===== src/rtl/freq_meter_pkg.sv =====
// Shared types and defaults for the frequency meter.
// State encoding and parameter defaults live here.
package freq_meter_pkg;

  typedef enum logic [1:0] {
    IDLE = 2'd0,
    RUN  = 2'd1,
    LOST = 2'd2
  } state_t;

  localparam int CNT_W_DEF   = 16;
  localparam int TIMEOUT_DEF = 16'hFFFF;

endpackage


===== src/rtl/freq_meter_sync_edge.sv =====
// Two-flop synchronizer, history flop and registered rise detect.
// level_o is the history flop so it lines up with rise_o.
module sync_edge (
  input  logic mclk,
  input  logic rst,
  input  logic d_i,
  output logic level_o,
  output logic rise_o
);

  logic s1;
  logic s2;
  logic hist;

  always_ff @(posedge mclk) begin
    if (rst) begin
      s1     <= 1'b0;
      s2     <= 1'b0;
      hist   <= 1'b0;
      rise_o <= 1'b0;
    end else begin
      s1     <= d_i;
      s2     <= s1;
      hist   <= s2;
      rise_o <= s2 & ~hist;
    end
  end

  assign level_o = hist;

endmodule


===== src/rtl/freq_meter.sv =====
// Measures period and high time of sig_i in mclk cycles.
// Flags loss of input when no rising edge arrives within TIMEOUT.
module freq_meter
  import freq_meter_pkg::*;
#(
  parameter int CNT_W   = CNT_W_DEF,
  parameter int TIMEOUT = TIMEOUT_DEF
) (
  input  logic             mclk,
  input  logic             rst,
  input  logic             sig_i,
  output logic [CNT_W-1:0] period_o,
  output logic [CNT_W-1:0] high_o,
  output logic             valid_o,
  output logic             lost_o
);

  localparam logic [CNT_W-1:0] ONE = CNT_W'(1);
  localparam logic [CNT_W-1:0] TO  = CNT_W'(TIMEOUT);
  localparam logic [CNT_W-1:0] MAX = '1;

  state_t           state;
  logic [CNT_W-1:0] pcnt;
  logic [CNT_W-1:0] hcnt;
  logic             level;
  logic             rise;

  function automatic logic [CNT_W-1:0] sat_inc(
    input logic [CNT_W-1:0] c
  );
    return (c == MAX) ? c : c + ONE;
  endfunction

  sync_edge u_sync (
    .mclk    (mclk),
    .rst     (rst),
    .d_i     (sig_i),
    .level_o (level),
    .rise_o  (rise)
  );

  always_ff @(posedge mclk) begin
    if (rst) begin
      state    <= IDLE;
      pcnt     <= '0;
      hcnt     <= '0;
      period_o <= '0;
      high_o   <= '0;
      valid_o  <= 1'b0;
      lost_o   <= 1'b0;
    end else begin
      valid_o <= 1'b0;
      unique case (state)
        IDLE: begin
          if (rise) begin
            pcnt  <= ONE;
            hcnt  <= ONE;
            state <= RUN;
          end
        end
        RUN: begin
          // a rise in the timeout cycle still counts as a measurement
          if (rise) begin
            period_o <= pcnt;
            high_o   <= hcnt;
            valid_o  <= 1'b1;
            pcnt     <= ONE;
            hcnt     <= ONE;
          end else if (pcnt == TO) begin
            state  <= LOST;
            lost_o <= 1'b1;
          end else begin
            pcnt <= sat_inc(pcnt);
            if (level) hcnt <= sat_inc(hcnt);
          end
        end
        LOST: begin
          if (rise) begin
            lost_o <= 1'b0;
            pcnt   <= ONE;
            hcnt   <= ONE;
            state  <= RUN;
          end
        end
        default: state <= IDLE;
      endcase
    end
  end

endmodule


===== config.mk =====
export PLATFORM = sky130hd
export DESIGN_NAME = freq_meter
export DESIGN_NICKNAME = d
export VERILOG_FILES = /design/src/rtl/freq_meter_pkg.sv /design/src/rtl/freq_meter_sync_edge.sv /design/src/rtl/freq_meter.sv
export SDC_FILE = /design/constraint.sdc
export NUM_CORES = 1
export LEC_CHECK = 0
export BUFFER_PORTS_ARGS = -buffer_cell sky130_fd_sc_hd__buf_2
export CAP_MARGIN = 20
export CELL_PAD_IN_SITES_DETAIL_PLACEMENT = 1
export CELL_PAD_IN_SITES_GLOBAL_PLACEMENT = 1
export CORE_ASPECT_RATIO = 1.5
export CORE_MARGIN = 5
export CORE_UTILIZATION = 46
export CTS_CLUSTER_SIZE = 24
export DETAILED_ROUTE_END_ITERATION = 10
export PLACE_DENSITY = 0.92
export RECOVER_POWER = 25
export SLEW_MARGIN = 20
export SYNTH_ARGS = -nofsm -noshare
export SYNTH_HDL_FRONTEND = slang
export SYNTH_SLANG_ARGS = --single-unit
export TNS_END_PERCENT = 50

===== constraint.sdc =====
create_clock -name mclk -period 3.1 [get_ports mclk]
set_clock_uncertainty 0.1 [all_clocks]
set_input_delay 0.155 -clock mclk [delete_from_list [all_inputs] [get_ports mclk]]
set_output_delay 0.155 -clock mclk [all_outputs]
set_load 0.02 [all_outputs]

==> results of run 1 <==
-- worst register-to-register path, stage by stage (launching register included) --
cell	delay, ps
dfxtp_1	430
ha_1	310
nand4_1	230
o41a_1	520
nor2_2	540
nor3_2	170
a31o_2	270
-- cell usage after synthesis (all sizes together), types with 3 or more instances --
cell type	number
a32o	3
nor3	9
nand2	80
o21ai	26
buf	9
a21oi	43
o211ai	4
or2	3
o311ai	3
o31ai	7
a211oi	5
and3	7
dfxtp	72
a31oi	9
nor4	5
nand3	12
a21o	4
nand2b	4
nor2	21
clkbuf	19
nor2b	7
nand4	14
-- where the power goes --
group / internal, W / leakage, nW / switching, W
registers: 0.000929 / 0.581 / 0.00000535
clock network: 0.000380 / 0.101 / 0.000387
logic: 0.0000205 / 0.574 / 0.0000466
total: 0.00133 / 1.25 / 0.000439
-- cell usage in the layout (no fill, tap or decap), drive strengths merged, types with 3 or more instances in the layout --
| master | count |
|---|---|
| o31ai | 7 |
| a21o | 4 |
| o311ai | 3 |
| nand2 | 80 |
| nor4 | 5 |
| or2 | 3 |
| nand4 | 14 |
| o211ai | 4 |
| a211oi | 5 |
| nor2b | 7 |
| clkinv | 3 |
| nand2b | 4 |
| clkbuf | 35 |
| nor2 | 21 |
| a21oi | 43 |
| nor3 | 9 |
| a32o | 3 |
| buf | 20 |
| and3 | 7 |
| a31oi | 9 |
| dfxtp | 72 |
| nand3 | 12 |
| o21ai | 26 |
| inv | 4 |
-- sequential cells by signal (all words and copies together), names as in the netlist --
name,flops
state,2
hcnt,16
pcnt,16
u_sync.rise_o,1
valid_o,1
u_sync.s1,1
lost_o,1
high_o,16
u_sync.s2,1
period_o,16
u_sync.level_o,1
-- through the flow --
| step | worst slack (ps) | hold slack [ps] |
|---|---|---|
| finish | 425 | 351 |
| global route | 321 | 364 |
| CTS | 457 | 353 |
| detailed placement | 520 | 273 |
| global placement | 612 | 263 |
| floorplan | 984 | 183 |
-- metal layers --
| layer | vias up | global-route usage |
|---|---|---|
| met4 | 0 | 0.125 |
| li1 | 1464 | - |
| met2 | 92 | 0.393 |
| met5 | - | 0 |
| met1 | 1480 | 0.235 |
| met3 | 36 | 0.0522 |
-- area by class of cell --
class | count | area (sq um) | share of cell area
Clock inverter | 7 | 77.6 | 0.0216
Timing Repair Buffer | 48 | 243 | 0.0676
Sequential cell | 72 | 1440 | 0.402
Multi-Input combinational cell | 288 | 1600 | 0.445
Clock buffer | 9 | 124 | 0.0345
Inverter | 2 | 7.51 | 0.00209
Tap cell | 78 | 97.6 | 0.0272
-- kinds of logic after synthesis --
group | share of synthesized area
buf+inv | 0.0520
flops | 0.451
fa+ha+maj | 0.00782
simple gates | 0.269
compound gates | 0.221
-- worst max path at each step --
stage / start / endpoint / slack (ps) / cells past startpoint
5_1_grt: pcnt[0] / hcnt[0] / 320 / 6
3_5_place_dp: pcnt[0] / hcnt[3] / 520 / 6
4_1_cts: pcnt[0] / hcnt[3] / 460 / 6
3_3_place_gp: pcnt[0] / hcnt[3] / 610 / 6
2_1_floorplan: pcnt[0] / hcnt[4] / 980 / 6
6_report: pcnt[0] / hcnt[3] / 430 / 6
-- repair_timing --
action	in CTS	in global routing
hold buffers	2	0
endpoints found under the hold margin	2	0
setup buffers	0	0
==> results.md, run 1 <==
* Placed wire-length estimate at 6.33 mm
* Worst vdd ir at 374 uV
* CTS Buf Count at 9
* Die ar. at 8760 sq um
* Clk_lat worst skew at 350 ps
* Final wirelength at 9.42 mm
* Reg-to-reg slack, setup at 430 ps
* FF-to-FF Start: pcnt[0]
* Top delay family on crit path: simple AND/OR/NAND/NOR gates
* Global route overflow at 0
* Crit path largest cell delay at 540 ps
* Max-capacitance violation count at 0
* CTS Buffer Depth at 2
* Synth unique cells at 53
* Die W at 78.1 um
* Area of the mapped netlist at 3200 sq um
* Clock sink count at 72
* Vias in the first global route at 3268
* Area fraction of the dominant cell type after synthesis at 0.451
* Worst endpoint required time at 3240 ps
* Synth Register Bits at 72
* Root Driver: clkbuf_8
* Crit-path max FO at 15
* H-tree levels at 3
* P_leak at 1.25 nW
* Power, Total at 0.00177 W
* CP Data Arrival Time at 2810 ps
* Min-Delay Endpoint: u_sync.s2
* Tcrit/Tclk final at 0.863
* FMAX at 374 MHz
* Syn Area/Cell at 8.20 sq um
* Worst Reg-to-Reg Cells at 6
* Routed len/inst at 18.7 um
* Core area at 6810 sq um
* DRT iter0 DRCs at 201
* Critical path's slowest cell: nor2_2
* Reg clk slew, reported paths at 80 ps
* Vias/cell at 6.10
* Final worst path period need at 2670 ps
* Non-filler cells, final at 504
* Largest net degree at the start of global routing at 54
* Met3 routed WL at 441 um
* DR WL met2 at 4.99 mm
* FP Rows at 37
* Startpoint Class: flop
* Slew headroom at 0.445
* WHS Path Cells at 1
* Die Height at 112 um
* Max Used Layer: met4
* Worst path bufs/invs at 0
* Yosys warnings at 0
* Fillers at 855
* TNS Setup at 0 ps
* Seq/Total Area, Yosys at 0.451
* Area leader, netlist: dfxtp_1
* Initial antenna violation count at 0
* CP endpoint kind: flop
* P per Cell Area at 493 nW/um^2
* Setup CP Type: flop to flop
* Area delta synth->final at 12.2%
* Inserted Diodes at 0
* Met1 wire length at 3.55 mm
* Fin util at 0.527
* Final ANT Viol Nets at 0
* Residual DRC at 0
* Final Max Tran Viols at 0
* Post-Synthesis Cells at 390
* HP Class: flop to flop
* Finished layout cell area at 3590 sq um
* Fin. Hold Viols at 0
* EDFF count, synth at 0
* Post-CTS sizing at 0
* CP Cell Sequence: ha_1 > nand4_1 > o41a_1 > nor2_2 > nor3_2 > a31o_2
* Starting Density at 0.470
* First-pass GRT wire length at 15.9 mm
* FFs w/ async S/R, synth at 0
* FF-to-FF End: hcnt[3]
* Drt pass-1 iters at 5
* Top area cells in the synthesized netlist: dfxtp_1, nand2_1, a21oi_1
* RSZ-0062 raised after global routing: false
* IO Pins at 37
* Setup violators final at 0
* Nets at 426
* Min-Delay Startpoint: u_sync.s1
* Syn_nets at 395
* Placed cell area at 3400 sq um
* Status: finished, final reports clean
* Routed via count at 3072
* Top FF cell, synth: dfxtp_1
* I/O Buffers at 36
* Routability cong. at 0.847
* DP Cell Count at 486
* Worst-Margin Slew at 825 ps
* Total Routing Usage GR at 0.222
* TritonCTS clock tree: built
* Share of layout cells above drive strength 1 at 0.115
Note: power is estimated with default switching activity, not from simulation.
==> run 2, diff against run 1 <==
- CORE_UTILIZATION: 46 -> 47
- PLACE_DENSITY: 0.92 -> 0.93
- SYNTH_HIERARCHICAL: unset -> 1
==> run 2 against run 1 <==
  * Routed wire length is 8.6% lower
  * Area after synthesis is 0.23% higher
  * Clock power is 4.8% lower
  * Maximum frequency is 11% higher
  * Clock-buffer cell count is 3 higher
  * Critical path depth stayed put
  * Synthesized cell count is 1.5% lower
  * Flip-flop and latch count stayed put
  * Die area is 1.7% lower
==> results.md, run 2 <==
* Total Routing Usage GR at 0.209
* Final Max Tran Viols at 0
* Final worst path period need at 2420 ps
* Crit-path max FO at 16
* Fillers at 842
* EDFF count, synth at 0
* Placed cell area at 3430 sq um
* Busiest grt layer: met2
* HP Class: primary input to flop
* Status: finished, final reports clean
* P per Cell Area at 483 nW/um^2
* Worst endpoint required time at 3190 ps
* CTS Buf Count at 9
* FMAX at 414 MHz
* RSZ-0062 raised after global routing: false
* Area leader, netlist: dfxtp_1
* Power, Total at 0.00174 W
* Area of the mapped netlist at 3210 sq um
* Starting Density at 0.474
* Routability cong. at 0.848
* Vias in the first global route at 3108
* Leading cell types in the layout, fill and taps excluded: nand2_1, dfxtp_1, a21oi_1
* Met1 global-route usage at 0.235
* Top FF cell, synth: dfxtp_1
* Share of layout cells above drive strength 1 at 0.124
* FP Rows at 37
* Syn_nets at 389
* Post-CTS Setup Bufs at 0
* Residual DRC at 0
* Placed wire-length estimate at 5.72 mm
* I/O Buffers at 36
* Synth unique cells at 48
* Clock sink count at 72
* Setup CP Type: flop to flop
* Die Height at 111 um
* Slew headroom at 0.133
* Root Driver: clkbuf_8
* Non-filler cells, final at 497
* Largest net degree at the start of global routing at 64
* DP Cell Count at 481
* Drt pass-1 iters at 6
* CP Cell Sequence: ha_1 > nand4_1 > or4_4 > a21o_1 > a31oi_1 > a311oi_1
* Reg clk slew, reported paths at 70 ps
* Fin. Hold Viols at 0
* Cell with the most instances after synthesis: nand2_1
* Synth top cells by count: nand2_1, dfxtp_1, a21oi_1
* Top area cells in the synthesized netlist: dfxtp_1, nand2_1, a21oi_1
* Area fraction of the dominant cell type after synthesis at 0.449
* Final ANT Viol Nets at 0
* Clk_lat worst skew at 360 ps
* GR met2 Demand/Resource at 0.360
* Seq/Total Area, Yosys at 0.449
* DRT iter0 DRCs at 190
* Tcrit/Tclk final at 0.779
* Critical path's slowest cell: or4_4
* CP Data Arrival Time at 2500 ps
* Worst-Margin Slew at 1300 ps
* FFs w/ async S/R, synth at 0
* Crit path largest cell delay at 530 ps
* Inserted Diodes at 0
* Worst vdd ir at 267 uV
* Global route overflow at 0
* H-tree levels at 3
* Die ar. at 8610 sq um
* GR Util met3 at 0.0439
* Setup violators final at 0
* TritonCTS clock tree: built
* Most common cell after layout, fill and taps aside: nand2_1
* Nets at 420
* P_leak at 1.24 nW
* Routed len/inst at 17.3 um
* First-pass GRT wire length at 14.8 mm
* Finished layout cell area at 3600 sq um
* TNS Setup at 0 ps
* IO Pins at 37
* Die W at 77.4 um
* Area delta synth->final at 12.2%
* Max-capacitance violation count at 0
* Startpoint Class: flop
* Synth Register Bits at 72
* Final wirelength at 8.62 mm
* Post-Synthesis Cells at 384
* Vias/cell at 6.05
* Core area at 6760 sq um
* CTS Buffer Depth at 2
* Yosys warnings at 6
* CP endpoint kind: flop
* Initial antenna violation count at 0
* Routed via count at 3006
* Syn Area/Cell at 8.35 sq um
## run 2: cell types whose count changed in the layout (fill, tap and decap cells not counted), moves of 5 or more
cell / delta
o22ai_1: +5
nor2_1: -8
a32o_1: +5
nand2_1: +7
nand3_1: +5
a311oi_1: +7
o21ai_0: -17
a22o_1: +5
buf_4: -5
o31ai_1: -7
## run 2: worst max-delay path: cells and delay by family, from the launching register on
family / cells / cell delay [ps]
and+or+nand+nor: 2 / 700
adders and majority gates: 1 / 250
DFF: 1 / 420
AOI/OAI and AO/OA: 3 / 750
## run 2: stage by stage
stage	hold slack [ps]	util	worst slack (ps)
floorplan	126	-	1060
global placement	263	0.507	856
detailed placement	279	0.507	761
CTS	189	0.536	722
global route	219	0.532	433
finish	202	0.532	684
## run 2: what timing repair did
item / 4_1_cts / 5_1_grt
hold buffers: 1 / 0
hold endpoints to repair: 1 / 0
gates resized for setup: 0 / 0
endpoints found under the setup margin: 0 / 0
## run 2: final timing paths
path / startpoint / endpoint / slack (ps) / cells past startpoint
worst max register to register: hcnt[0] / hcnt[2] / 680 / 6
worst max-delay path: hcnt[0] / hcnt[2] / 680 / 6
worst min register to register: period_o[3] / period_o[3] / 350 / 2
worst min-delay path: rst / lost_o / 200 / 4
## run 2: layout make-up
class / instances / area, sq um / share of cell area
clock buffer: 12 / 145 / 0.0403
timing repair buffer: 43 / 205 / 0.0570
clock inverter: 3 / 42.5 / 0.0118
multi-input combinational: 284 / 1650 / 0.458
tap: 78 / 97.6 / 0.0271
sequential: 72 / 1440 / 0.401
inverter: 5 / 18.8 / 0.00522
## run 2: where the power goes
group          internal [W]  switching (W)  leakage (nW)
combinational     0.0000217      0.0000511         0.566
sequential         0.000929     0.00000574         0.581
clock              0.000388       0.000342        0.0925
## run 2: layer usage
metal  vias up  part of all wire
met4         0             0.027
met2        58              0.53
met1      1471              0.41
li1       1455                 -
met3        22             0.034
met5         -                 0
## run 2: kinds of logic (layout without fill, tap and decap cells)
kind of cell             Yosys count  count (layout)  share of synthesized area
adder cells (fa/ha/maj)            2               2                    0.00780
multiplexers                       5               5                     0.0160
buffers and inverters             28              63                     0.0375
AND/OR/NAND/NOR                  177             177                      0.282
flip-flops                        72              72                      0.449
AO/OA/AOI/OAI                    100             100                      0.208
==> run 3, diff against run 2 <==
- CORE_UTILIZATION: 47 -> 39
- PLACE_DENSITY: 0.93 -> 0.84
- clock period: 3.1 -> 2.1 ns (I/O delays scaled with it)
==> run 3 against run 2 <==
  * Core utilization is 0.97 points lower
  * First-iteration DRC count is 27% higher
  * Combinational power is 110% higher
  * Register-to-register slack worse by 630 ps
  * Final cell count is 14% higher
  * Maximum frequency is 18% higher
  * Global-route usage is 0.063 points higher
  * Non-clock buffer count is 45 higher
  * Critical path type unchanged
==> results.md, run 3 (synthesis gave the netlist of run 2 again) <==
* FP Rows at 40
* Final worst path period need at 2050 ps
* DP Cell Count at 550
* HP Class: primary input to flop
* Vias in the first global route at 3465
* Top delay family on crit path: simple AND/OR/NAND/NOR gates
* Largest net degree at the start of global routing at 64
* Fillers at 979
* Min-Delay Startpoint: rst
* Global route overflow at 0
* Status: finished, final reports clean
* Inserted Diodes at 0
* Residual DRC at 0
* Final ANT Viol Nets at 0
* Share of layout cells above drive strength 1 at 0.235
* Fin util at 0.523
* Tcrit/Tclk final at 0.976
* Initial antenna violation count at 0
* Clk_lat worst skew at 340 ps
* First-pass GRT wire length at 17.0 mm
* Routability cong. at 0.843
* WHS Path Cells at 3
* TritonCTS clock tree: built
* IO Pins at 37
* Leading cell types in the layout, fill and taps excluded: nand2_1, dfxtp_1, buf_4
* Fin Hold WS at 148 ps
* Vias/cell at 5.75
* Root Driver: clkbuf_16
* Drt pass-1 iters at 4
* Placed wire-length estimate at 6.63 mm
* CTS Buffer Depth at 2
* Nets at 465
* FF-to-FF End: hcnt[14]
* Clock sink count at 72
* P per Cell Area at 732 nW/um^2
* CP endpoint kind: flop
* Dpl ws at -6.83 ps
* Non-filler cells, final at 569
* Final Max Tran Viols at 0
* DRT iter0 DRCs at 241
* FF-to-FF Start: hcnt[0]
* FMAX at 488 MHz
* Core area at 8010 sq um
* Setup violators final at 0
* Critical path's slowest cell: or4_4
* Worst Setup SP: hcnt[0]
* Area delta synth->final at 30.5%
* Worst endpoint required time at 2230 ps
* Worst path bufs/invs at 0
* Die Height at 121 um
* Final wirelength at 10.4 mm
* Die W at 84.0 um
* CP Cell Sequence: ha_1 > nand4_1 > or4_4 > o21ai_0 > nand3_1 > a32o_1
* P_leak at 1.55 nW
* Reg clk slew, reported paths at 60 ps
* Crit-path max FO at 4
* Starting Density at 0.400
* CP Data Arrival Time at 2180 ps
* Total Routing Usage GR at 0.210
* Reg-to-reg slack, setup at 50 ps
* Startpoint Class: flop
* Most common cell after layout, fill and taps aside: nand2_1
* Die ar. at 10200 sq um
* Slew headroom at 0.561
* Worst Reg-to-Reg Cells at 6
* Setup CP Type: flop to flop
* Worst-Margin Slew at 654 ps
* TNS Setup at 0 ps
* Worst vdd ir at 460 uV
* RSZ-0062 raised after global routing: true
* Fin. Hold Viols at 0
* Max-capacitance violation count at 0
* I/O Buffers at 36
* Routed via count at 3273
* Routed len/inst at 18.3 um
* CTS Buf Count at 9
* Final worst slack at 50.5 ps
* Crit path largest cell delay at 600 ps
* Min-Delay Endpoint: u_sync/s1
* H-tree levels at 3
[run 3: final cells by class]
cell class                 instances  area, sq um  area share
clock buffer                      10          239      0.0571
clock inverter                     5         57.6      0.0138
inverter                           5         18.8     0.00448
multi-input combinational        284         1710       0.409
sequential                        72         1440       0.345
tap                              105          131      0.0314
timing repair buffer              88          584       0.140
[run 3: power breakdown]
part           switching, W  internal [W]  leakage (nW)  total (W)
Sequential       0.00000632       0.00137         0.581    0.00138
Combinational     0.0000918     0.0000583         0.828   0.000150
Clock              0.000593      0.000942         0.137    0.00153
[run 3: worst register-to-register path, cell delays in order (launching register included)]
cell     delay (ps)
dfxtp_1         350
ha_1            200
nand4_1         160
or4_4           600
o21ai_0         180
nand3_1         100
a32o_1          260
[run 3: worst max-delay path by stage]
stage | endpoint | slack (ps) | depth (start not counted)
2_1_floorplan | hcnt[7] | 60 | 7
3_3_place_gp | hcnt[4] | 70 | 6
3_5_place_dp | hcnt[6] | -7 | 7
4_1_cts | hcnt[14] | -3 | 6
5_1_grt | pcnt[11] | -20 | 7
6_report | hcnt[14] | 50 | 6
[run 3: per-stage QoR]
stage	instance area (sq um)	total power, W
6_report	4190	0.00306
4_1_cts	4170	0.00309
3_3_place_gp	3800	0.00153
5_1_grt	4190	0.00316
2_1_floorplan	3210	0.00149
3_5_place_dp	3800	0.00154
[run 3: per-layer routing]
| metal | wire length, um | vias up | GRT usage |
|---|---|---|---|
| met2 | 5760 | 89 | 0.392 |
| met4 | 331 | 0 | 0.116 |
| li1 | - | 1545 | - |
| met5 | 0 | - | 0 |
| met3 | 383 | 28 | 0.0387 |
| met1 | 3940 | 1611 | 0.217 |
[run 3: repair_timing]
action	CTS	global route
pin swaps	2	3
endpoints found under the setup margin	11	26
setup buffers	3	0
resized for setup	4	10
hold buffers	1	0
endpoints found under the hold margin	1	0
